File: src/rtl/dcache_miss_ctrl.sv
// Data-cache miss controller: tag lookup, dirty-victim writeback,
// line refill over a beat-based memory port, and tag allocation.
module dcache_miss_ctrl #(
    parameter int DP    = 4,
    parameter int TW    = 20,
    parameter int BEATS = 4,
    parameter int AW    = $clog2(DP),
    parameter int BW    = $clog2(BEATS)
) (
    input  logic          clk,
    input  logic          reset,
    input  logic          req_valid,
    output logic          req_ready,
    input  logic          req_we,
    input  logic [TW-1:0] req_tag,
    output logic          resp_valid,
    output logic          resp_hit,
    output logic [AW-1:0] resp_index,
    input  logic          flush_req,
    output logic          flush,
    output logic [TW-1:0] tag_cmp_data,
    input  logic [DP-1:0] tag_hit,
    input  logic [AW-1:0] tag_hindex,
    input  logic          tag_hdirty,
    input  logic [AW-1:0] tag_wptr,
    input  logic          tag_cval,
    input  logic          tag_cdirty,
    input  logic [TW-1:0] tag_ctag,
    output logic          tag_wr,
    output logic          tag_uwr,
    output logic [AW-1:0] tag_uptr,
    output logic [TW+1:0] tag_wdata,
    output logic          mem_req,
    output logic          mem_we,
    output logic [TW-1:0] mem_tag,
    output logic [BW-1:0] mem_beat,
    input  logic          mem_ack,
    output logic [15:0]   hit_cnt,
    output logic [15:0]   miss_cnt
);

    typedef enum logic [2:0] {IDLE, LOOKUP, WB, REFILL, ALLOC} state_t;

    state_t        state, state_nx;
    logic [TW-1:0] tag_q;
    logic          we_q;
    logic [AW-1:0] victim_idx;
    logic [TW-1:0] victim_tag;
    logic [BW-1:0] beat;

    logic hit, accept, in_mem, last_beat;

    assign hit       = |tag_hit;
    assign accept    = (state == IDLE) && req_valid && !flush_req;
    assign in_mem    = (state == WB) || (state == REFILL);
    assign last_beat = in_mem && mem_ack && (beat == BW'(BEATS - 1));

    always_ff @(posedge clk or posedge reset) begin
        if (reset) begin
            state <= IDLE;
        end else begin
            state <= state_nx;
        end
    end

    always_ff @(posedge clk or posedge reset) begin
        if (reset) begin
            tag_q      <= '0;
            we_q       <= 1'b0;
            victim_idx <= '0;
            victim_tag <= '0;
            beat       <= '0;
            hit_cnt    <= '0;
            miss_cnt   <= '0;
        end else begin
            if (accept) begin
                tag_q <= req_tag;
                we_q  <= req_we;
            end
            if (state == LOOKUP && !hit) begin
                victim_idx <= tag_wptr;
                victim_tag <= tag_ctag;
            end
            if (in_mem && mem_ack) begin
                beat <= last_beat ? '0 : beat + 1'b1;
            end
            if (flush) begin
                hit_cnt  <= '0;
                miss_cnt <= '0;
            end else if (state == LOOKUP) begin
                // Counters stick at all-ones rather than wrapping.
                if (hit && hit_cnt != 16'hFFFF)
                    hit_cnt <= hit_cnt + 16'd1;
                if (!hit && miss_cnt != 16'hFFFF)
                    miss_cnt <= miss_cnt + 16'd1;
            end
        end
    end

    always_comb begin
        state_nx = state;
        unique case (state)
            IDLE:    if (accept) state_nx = LOOKUP;
            LOOKUP: begin
                if (hit)                        state_nx = IDLE;
                else if (tag_cval && tag_cdirty) state_nx = WB;
                else                            state_nx = REFILL;
            end
            WB:      if (last_beat) state_nx = REFILL;
            REFILL:  if (last_beat) state_nx = ALLOC;
            ALLOC:   state_nx = IDLE;
            default: state_nx = IDLE;
        endcase
    end

    always_comb begin
        req_ready  = 1'b0;
        flush      = 1'b0;
        resp_valid = 1'b0;
        resp_hit   = 1'b0;
        resp_index = '0;
        tag_wr     = 1'b0;
        tag_uwr    = 1'b0;
        tag_uptr   = '0;
        tag_wdata  = '0;
        mem_req    = 1'b0;
        mem_we     = 1'b0;
        mem_tag    = '0;
        mem_beat   = '0;
        unique case (state)
            IDLE: begin
                req_ready = !flush_req;
                flush     = flush_req;
            end
            LOOKUP: begin
                if (hit) begin
                    resp_valid = 1'b1;
                    resp_hit   = 1'b1;
                    resp_index = tag_hindex;
                    // Stores to clean lines mark them dirty in place.
                    if (we_q && !tag_hdirty) begin
                        tag_uwr   = 1'b1;
                        tag_uptr  = tag_hindex;
                        tag_wdata = {1'b1, 1'b1, tag_q};
                    end
                end
            end
            WB: begin
                mem_req  = 1'b1;
                mem_we   = 1'b1;
                mem_tag  = victim_tag;
                mem_beat = beat;
            end
            REFILL: begin
                mem_req  = 1'b1;
                mem_tag  = tag_q;
                mem_beat = beat;
            end
            ALLOC: begin
                tag_wr     = 1'b1;
                tag_wdata  = {1'b1, we_q, tag_q};
                resp_valid = 1'b1;
                resp_index = victim_idx;
            end
            default: ;
        endcase
    end

    assign tag_cmp_data = tag_q;

endmodule
File: config.mk
export PLATFORM = sky130hd
export DESIGN_NAME = dcache_miss_ctrl
export DESIGN_NICKNAME = d
export VERILOG_FILES = /design/src/rtl/dcache_miss_ctrl.sv
export SDC_FILE = /design/constraint.sdc
export NUM_CORES = 1
export LEC_CHECK = 0
export BUFFER_PORTS_ARGS = -buffer_cell sky130_fd_sc_hd__buf_2
export CAP_MARGIN = 25
export CORE_ASPECT_RATIO = 1.5
export CORE_MARGIN = 2
export CORE_UTILIZATION = 50
export CTS_BUF_LIST = sky130_fd_sc_hd__clkbuf_8
export CTS_CLUSTER_SIZE = 10
export DETAILED_ROUTE_END_ITERATION = 10
export GPL_ROUTABILITY_DRIVEN = 0
export HOLD_SLACK_MARGIN = 0.02
export PLACE_DENSITY = 0.82
export SLEW_MARGIN = 20
export SYNTH_ARGS = -nofsm -noshare
export SYNTH_HDL_FRONTEND = slang
export SYNTH_SLANG_ARGS = --single-unit
export TNS_END_PERCENT = 50
File: constraint.sdc
create_clock -name clk -period 3.3 [get_ports clk]
set_input_delay 0.165 -clock clk [delete_from_list [all_inputs] [get_ports clk]]
set_output_delay 0.165 -clock clk [all_outputs]
set_load 0.05 [all_outputs]
==> results by group, run 1 <==
Routing
  • # DRC: 0
  • DR WL/cell: 17.1 um
  • DRT Pass-1 Iters: 5
  • DR iter-0 viols: 268
  • Vias per cell: 5.68
  • Antenna Violating Nets Remaining: 0
  • DR vias: 4207
  • Final wirelength: 12.7 mm

Clock tree
  • Clock transition at path regs: 80 ps
  • Worst skew pair latency: 360 ps
  • Post-CTS Setup Repair Bufs: 0
  • Root Driver: clkbuf_8
  • CTS buffer count: 9
  • CTS H-tree depth: 3
  • Clock Path Buffers: 2
  • CTS tree: done
  • Sink Count: 80

Floorplanning
  • Site Rows: 41
  • DIE WIDTH: 79.1 um
  • Io pins: 165
  • Die ar.: 9240 um^2
  • Die height: 117 um
  • Initial Util: 51.0%
  • Core ar.: 8310 um^2

Global routing
  • Initial antenna violation count: 0
  • Pin count of the biggest net entering global routing: 42
  • Overflow after GRT: 0
  • Vias in the first global route: 4152
  • First-pass GRT wire length: 20.5 mm
  • Gr busiest metal: met2
  • Grt met3 use: 5.95%
  • Met1 usage: 32.5%
  • Gr usage total: 28.5%
  • Met2 Use GR: 51.8%

Placed design
  • DP HPWL: 8.86 mm
  • Placed insts: 703
  • Port-buffer cells: 164

Timing
  • Fmax achieved: 392 MHz
  • Worst rel slew slack: 46.9%
  • Final count of pins violating max slew: 0
  • Count of final setup violators: 0
  • Worst-margin pin slew: 789 ps
  • Worst Skew: 8.53 ps
  • Final hold vios: 0
  • Tcrit/Tclk final: 77.3%
  • RSZ-0062 raised after global routing: false
  • Min Clock Period, post-route: 2550 ps
  • Setup_tns: 0 ps

Synth
  • Seq cells post-synth: 80
  • Post-synth EDFFs: 0
  • Synth top area cells: dfrtp_1, nand2_1, mux2i_1, mux2_2, nor2b_1
  • Ys Warns: 0
  • Async set-reset flop share out of synthesis: 100%
  • Seq/Total Area, Yosys: 47.3%
  • Netlist Area Pre-Place: 4240 um^2
  • Cells after synthesis: 449
  • Share of the synthesized area in the top cell type: 47.3%
  • Most common cell in the synthesized netlist: nand2_1
  • Syn avg cell area: 9.43 um^2
  • Synth unique cells: 45
  • Synthesized Nets: 509
  • Most frequent cells after synthesis: nand2_1, dfrtp_1, mux2i_1, nor2_1, a21oi_1
  • Ys flop type: dfrtp_1
  • Cell taking the most area after synthesis: dfrtp_1

Status
  • Outcome: completed

Finish
  • Filler cells: 675
  • P&R area growth vs syn: 32.0%
  • Final Non-Filler Cells: 741
  • Final Util: 67.3%
  • Post-layout nets: 688
  • Share of layout cells above drive strength 1: 35.1%

Worst setup path
  • CP Max Fanout: 27
  • CP required: 3130 ps
  • Setup crit start kind: flop
  • CP Class: flop to output pin
  • WP data arrival: 2390 ps
  • CP endpoint kind: output pin

Run
  • Max cap viols: 0

Power and ir drop
  • Pleak: 2.87 nW
  • Worst ir drop on vdd: 0.755 mV
  • Pwr/cell area: 874 nW/um^2

Min path
  • Worst hold path type: input pin to flop
[flip-flops by register name, indices dropped and copies added, names as in the netlist]
register / flops
hit_cnt: 16
miss_cnt: 16
state: 3
victim_idx: 2
victim_tag: 20
tag_cmp_data: 20
we_q: 1
beat: 2
[cell type report]
type	instances	area (um^2)	area share [%]
antenna	1	2.50	0.0448
multi-input combinational	333	2090	37.4
clock inverter	2	11.3	0.201
tap	107	134	2.39
timing repair buffer	196	1130	20.1
inverter	8	31.3	0.560
sequential	80	2000	35.8
clock buffer	14	193	3.45
[path summary, 6_finish.rpt]
path                                             from                         end  slack (ps)  cells after the start
min in group asynchronous                       reset     miss_cnt[4]$_DFFE_PP0P_         360                      3
min reg2reg                victim_tag[14]$_DFFE_PP0P_  victim_tag[14]$_DFFE_PP0P_         480                      2
min                                      tag_ctag[12]  victim_tag[12]$_DFFE_PP0P_          30                      3
max                              state[0]$_DFFE_PP0P_                       flush         750                      5
max reg2reg                      state[0]$_DFFE_PP0P_    miss_cnt[14]$_DFFE_PP0P_        1120                      6
max in group asynchronous                       reset      hit_cnt[7]$_DFFE_PP0P_        2060                      5
[critical path: stages (launching register included)]
cell and delay (ps):
dfrtp_1 410, buf_4 270, nor3_1 240, nand2_1 310, inv_1 440, buf_2 350
[power breakdown]
group          switching (W)  internal [W]
Sequential          0.000264       0.00126
Clock               0.000350      0.000374
Combinational        0.00192      0.000721
Total                0.00253       0.00236
[kinds of logic (layout without fill, tap and decap cells)]
kind of cell	after synthesis	in the layout	share of synthesized area [%]
other	0	1	0
and+or+nand+nor	223	223	27.5
muxes	49	49	12.2
DFF	80	80	47.3
buffers and inverters	36	220	3.57
AOI/OAI and AO/OA	58	58	8.57
adders and majority gates	3	3	0.886
[metrics by stage]
step	power (W)	setup slack, ps	cell area, um^2	hold slack (ps)
finish	0.00489	749	5590	30.3
global route	0.00513	597	5590	24.6
CTS	0.00487	784	5590	24.6
detailed placement	0.00412	987	5170	161
global placement	0.00406	1010	5150	356
floorplan	0.00350	660	4240	270
[layer usage]
metal / vias up / routed length, um
li1: 1940 / -
met1: 2011 / 4620
met2: 228 / 6800
met3: 28 / 925
met4: 0 / 353
met5: - / 0
[cell usage in the layout, fill, tap and decap left out, types with 2 or more instances in the layout]
cell type      synthesis  final
dlygate4sd3_1          0     21
or2_2                  3      3
nor2_1                27     26
o31ai_1               14     14
and4_1                 7      7
mux2i_1               27     27
nand4_1                9      9
ha_1                   3      3
a311oi_1               2      2
clkbuf_8               0     14
mux2_2                22     22
nor3_1                 3      3
inv_1                  7      7
a22o_1                 2      2
or3_1                  4      4
a21oi_1               25     25
nand2b_1               3      3
nor4_1                 6      5
and3_1                 7      7
and2_1                 8      8
o21ai_0                8      8
nor4b_1                2      2
nor2b_1               22     22
nand3_1               12     12
or4_1                 15     15
nand2_1               87     87
buf_2                  4    164
nand3b_1               2      2
dfrtp_1               80     80
buf_4                  1     10
nor4_2                 1      2
[repair_timing]
item                      in CTS  in global routing
hold buffers                  21                  0
hold endpoints to repair      40                  0
resized for setup              0                  0
Power figures use the tool's default switching activity.
==> run 2: changes to the inputs <==
--- a/config.mk
+++ b/config.mk
@@ -5,17 +5,18 @@
 export SDC_FILE = /design/constraint.sdc
 export NUM_CORES = 1
 export LEC_CHECK = 0
+export ABC_AREA = 1
 export BUFFER_PORTS_ARGS = -buffer_cell sky130_fd_sc_hd__buf_2
 export CAP_MARGIN = 25
 export CORE_ASPECT_RATIO = 1.5
 export CORE_MARGIN = 2
-export CORE_UTILIZATION = 50
+export CORE_UTILIZATION = 46
 export CTS_BUF_LIST = sky130_fd_sc_hd__clkbuf_8
 export CTS_CLUSTER_SIZE = 10
 export DETAILED_ROUTE_END_ITERATION = 10
 export GPL_ROUTABILITY_DRIVEN = 0
 export HOLD_SLACK_MARGIN = 0.02
-export PLACE_DENSITY = 0.82
+export PLACE_DENSITY = 0.79
 export SLEW_MARGIN = 20
 export SYNTH_ARGS = -nofsm -noshare
 export SYNTH_HDL_FRONTEND = slang
==> constraint.sdc (replaced) <==
create_clock -name clk -period 2.3 [get_ports clk]
set_input_delay 0.115 -clock clk [delete_from_list [all_inputs] [get_ports clk]]
set_output_delay 0.115 -clock clk [all_outputs]
set_load 0.05 [all_outputs]
==> run 2 against run 1 <==
Critical path depth grew 2. First-iteration DRC count fell by 18%. Sequential power is 38% higher. Synthesized cell count rose by 31%. Cell area increased by 6.6%. Routed wire length rose by 4.4%. Largest cell class is now registers. Critical path type unchanged. Non-clock buffer count is 26 higher. Combinational power increased by 81%. Critical endpoint is now mem_tag[4]. Clock skew grew 2.9 ps. Area after synthesis grew 0.44%. Hold slack improved by 62 ps. Total power increased by 66%.
==> results by group, run 2 <==
Status
  • Outcome: completed

Finish
  • Post-layout nets: 862 (+25%)
  • Most frequent cells in the layout: buf_2, nand2_1, nor2_1
  • Share of layout cells above drive strength 1: 26.0% (-9.0 points)
  • P&R area growth vs syn: 40.1%
  • Commonest non-fill, non-tap cell in the layout: buf_2
  • Filler cells: 747 (+11%)
  • ANT cells: 0 (-1)
  • Design area: 5960 um^2 (+6.6%)

Min path
  • Worst hold path type: input pin to flop

Floorplanning
  • Io pins: 165 (unchanged)
  • Site Rows: 43 (+4.9%)
  • Core ar.: 9150 um^2 (+10%)
  • Initial Util: 46.5% (-4.5 points)
  • Die ar.: 10000 um^2 (+8.8%)
  • Die height: 122 um (+4.3%)
  • DIE WIDTH: 82.5 um (+4.3%)

Synth
  • Seq/Total Area, Yosys: 47.1% (-0.21 points)
  • Cells after synthesis: 589 (+31%)
  • Post-synth EDFFs: 0 (unchanged)
  • Most common cell in the synthesized netlist: nand2_1
  • Seq cells post-synth: 80 (unchanged)
  • Synthesized Nets: 649 (+28%)
  • Ys Warns: 0 (unchanged)
  • Netlist Area Pre-Place: 4250 um^2 (+0.44%)
  • Syn avg cell area: 7.22 um^2 (-23%)
  • Synth unique cells: 23 (-49%)
  • Async set-reset flop share out of synthesis: 100% (unchanged)
  • Share of the synthesized area in the top cell type: 47.1% (-0.21 points)
  • Most frequent cells after synthesis: nand2_1, nor2_1, inv_1, dfrtp_1, o21ai_0
  • Synth top area cells: dfrtp_1, nand2_1, nor2_1, inv_1, o21ai_0
  • Cell taking the most area after synthesis: dfrtp_1
  • Ys flop type: dfrtp_1

Power and ir drop
  • Pleak: 3.22 nW (+12%)
  • Clock group share of total power: 14.9% (about the same)
  • Register share of total power: 26.0% (-5.2 points)
  • Psw: 0.00453 W (+79%)
  • Internal power: 0.00356 W (+51%)
  • Logic gate share of total power: 59.1% (+5.1 points)
  • Pwr/cell area: 1360 nW/um^2 (+55%)
  • Sw frac: 56.0% (+4.2 points)
  • Worst ir drop on vdd: 1.20 mV (+58%)

Global routing
  • Gr usage total: 26.2% (-2.3 points)
  • Overflow after GRT: 0 (unchanged)
  • Initial antenna violation count: 0 (unchanged)
  • Vias in the first global route: 4604 (+11%)
  • Pin count of the biggest net entering global routing: 44 (+4.8%)
  • First-pass GRT wire length: 20.6 mm (+0.47%)

Routing
  • Antenna Violating Nets Remaining: 0 (unchanged)
  • DR iter-0 viols: 221 (-18%)
  • Vias per cell: 5.22 (-8.1%)
  • Final wirelength: 13.3 mm (+4.4%)
  • DR WL/cell: 14.4 um (-16%)
  • DRT Pass-1 Iters: 5 (unchanged)
  • # DRC: 0 (unchanged)
  • DR vias: 4795 (+14%)

Clock tree
  • CTS tree: done
  • Worst skew pair latency: 350 ps (about the same)
  • Clock transition at path regs: 90 ps (about the same)
  • Root Driver: clkbuf_8
  • Sink Count: 80 (unchanged)
  • CTS buffer count: 9 (unchanged)
  • CTS H-tree depth: 3 (unchanged)
  • Clock Path Buffers: 2 (unchanged)

Timing
  • Min Clock Period, post-route: 2240 ps
  • Final count of pins violating max slew: 0 (unchanged)
  • Worst-margin pin slew: 699 ps (-90.4 ps)
  • Worst Skew: 11.4 ps (+2.90 ps)
  • Worst rel slew slack: 53.4% (+6.5 points)
  • Count of final setup violators: 0 (unchanged)
  • Tcrit/Tclk final: 97.6%
  • Fmax achieved: 446 MHz
  • Hold Slack: 92.0 ps (+61.7 ps)
  • Final hold vios: 0 (unchanged)

Worst setup path
  • WP data arrival: 2130 ps (-260 ps)
  • CP max stage cell: dfrtp_1
  • CP Max Fanout: 10 (-63%)
  • CP endpoint kind: output pin
  • Cell Chain, Critical Path: inv_1 > nand2_1 > nor2_4 > clkinvlp_4 > buf_4 > o22ai_1 > buf_2
  • Worst path max stage delay: 410 ps (-30 ps)
  • CP required: 2180 ps (-950 ps)
  • Setup crit start kind: flop
  • CP Class: flop to output pin

Placed design
  • DP HPWL: 8.74 mm (-1.3%)
  • Port-buffer cells: 164 (unchanged)
  • Placed Area: 5240 um^2 (+1.3%)

Run
  • Max cap viols: 0 (unchanged)
==> run 2: power by group through the flow <==
| stage | Clock (W) | Combinational (W) | Sequential [W] |
|---|---|---|---|
| final | 0.00120 | 0.00478 | 0.00210 |
| after global routing | 0.00128 | 0.00505 | 0.00215 |
| after CTS | 0.00123 | 0.00461 | 0.00209 |
| after detailed placement | 0 | 0.00455 | 0.00210 |
| after global placement | 0 | 0.00449 | 0.00209 |
| after floorplan | 0 | 0.00274 | 0.00282 |
==> run 2: cells by family (layout without fill, tap and decap cells) <==
kind of cell	Yosys count	in the layout	synth area share (%)
adders and majority gates	3	3	0.882
AOI/OAI and AO/OA	85	85	11.0
buffers and inverters	108	326	10.1
and+or+nand+nor	306	306	29.5
DFF	80	80	47.1
xor gates and xnor gates	7	7	1.44
==> run 2: layer usage <==
| layer | global-route usage (%) | part of all wire [%] | wire, um | up-vias |
|---|---|---|---|---|
| li1 | - | - | - | 2275 |
| met1 | 31.4 | 38 | 5060 | 2240 |
| met2 | 43.1 | 50 | 6660 | 243 |
| met3 | 7.78 | 9.1 | 1210 | 37 |
| met4 | 11.4 | 2.5 | 327 | 0 |
| met5 | 0 | 0 | 0 | - |
==> run 2: final timing paths <==
kind,start,end,slack [ps],cells past startpoint
min in group asynchronous,reset,miss_cnt[13]$_DFFE_PP0P_,380,3
max in group asynchronous,reset,victim_tag[7]$_DFFE_PP0P_,1260,4
hold reg to reg,victim_tag[6]$_DFFE_PP0P_,victim_tag[6]$_DFFE_PP0P_,550,2
setup / recovery,state[2]$_DFFE_PP0P_,mem_tag[4],60,7
setup reg to reg,state[0]$_DFFE_PP0P_,state[0]$_DFFE_PP0P_,450,7
hold / removal,mem_ack,beat[1]$_DFFE_PP0P_,90,3
==> run 2: cell type report <==
cell class	count	area, um^2	area share [%]
Tap cell	112	140	2.35
Sequential cell	80	2000	33.6
Multi-Input combinational cell	401	1840	30.8
Clock buffer	10	138	2.31
Timing Repair Buffer	222	1410	23.7
Clock inverter	6	90.1	1.51
Inverter	87	332	5.56
Timing Repair inverter	1	7.51	0.126
==> run 2: what timing repair did <==
action | 4_1_cts | 5_1_grt
endpoints found under the setup margin | 14 | 33
hold buffers | 44 | 0
resized for setup | 1 | 9
hold endpoints to repair | 80 | 0
setup buffers | 0 | 2
gates cloned | 0 | 1
==> run 2: metrics by stage <==
| step | instances | util, % | setup TNS, ps | total power, W | worst slack [ps] |
|---|---|---|---|---|---|
| after floorplan | 589 | - | -10020 | 0.00555 | -255 |
| after global placement | 856 | 57.3 | 0 | 0.00658 | 359 |
| after detailed placement | 856 | 57.3 | 0 | 0.00665 | 314 |
| after CTS | 916 | 64.6 | -13.2 | 0.00793 | -13.2 |
| after global routing | 919 | 65.1 | -37.2 | 0.00848 | -14.0 |
| final | 919 | 65.1 | 0 | 0.00809 | 55.4 |
==> run 2: critical path, delay by kind of cell, from the launching register on <==
family | cells | cell delay [ps]
flops | 1 | 410
compound gates | 1 | 210
simple gates | 2 | 410
buf+inv | 4 | 730
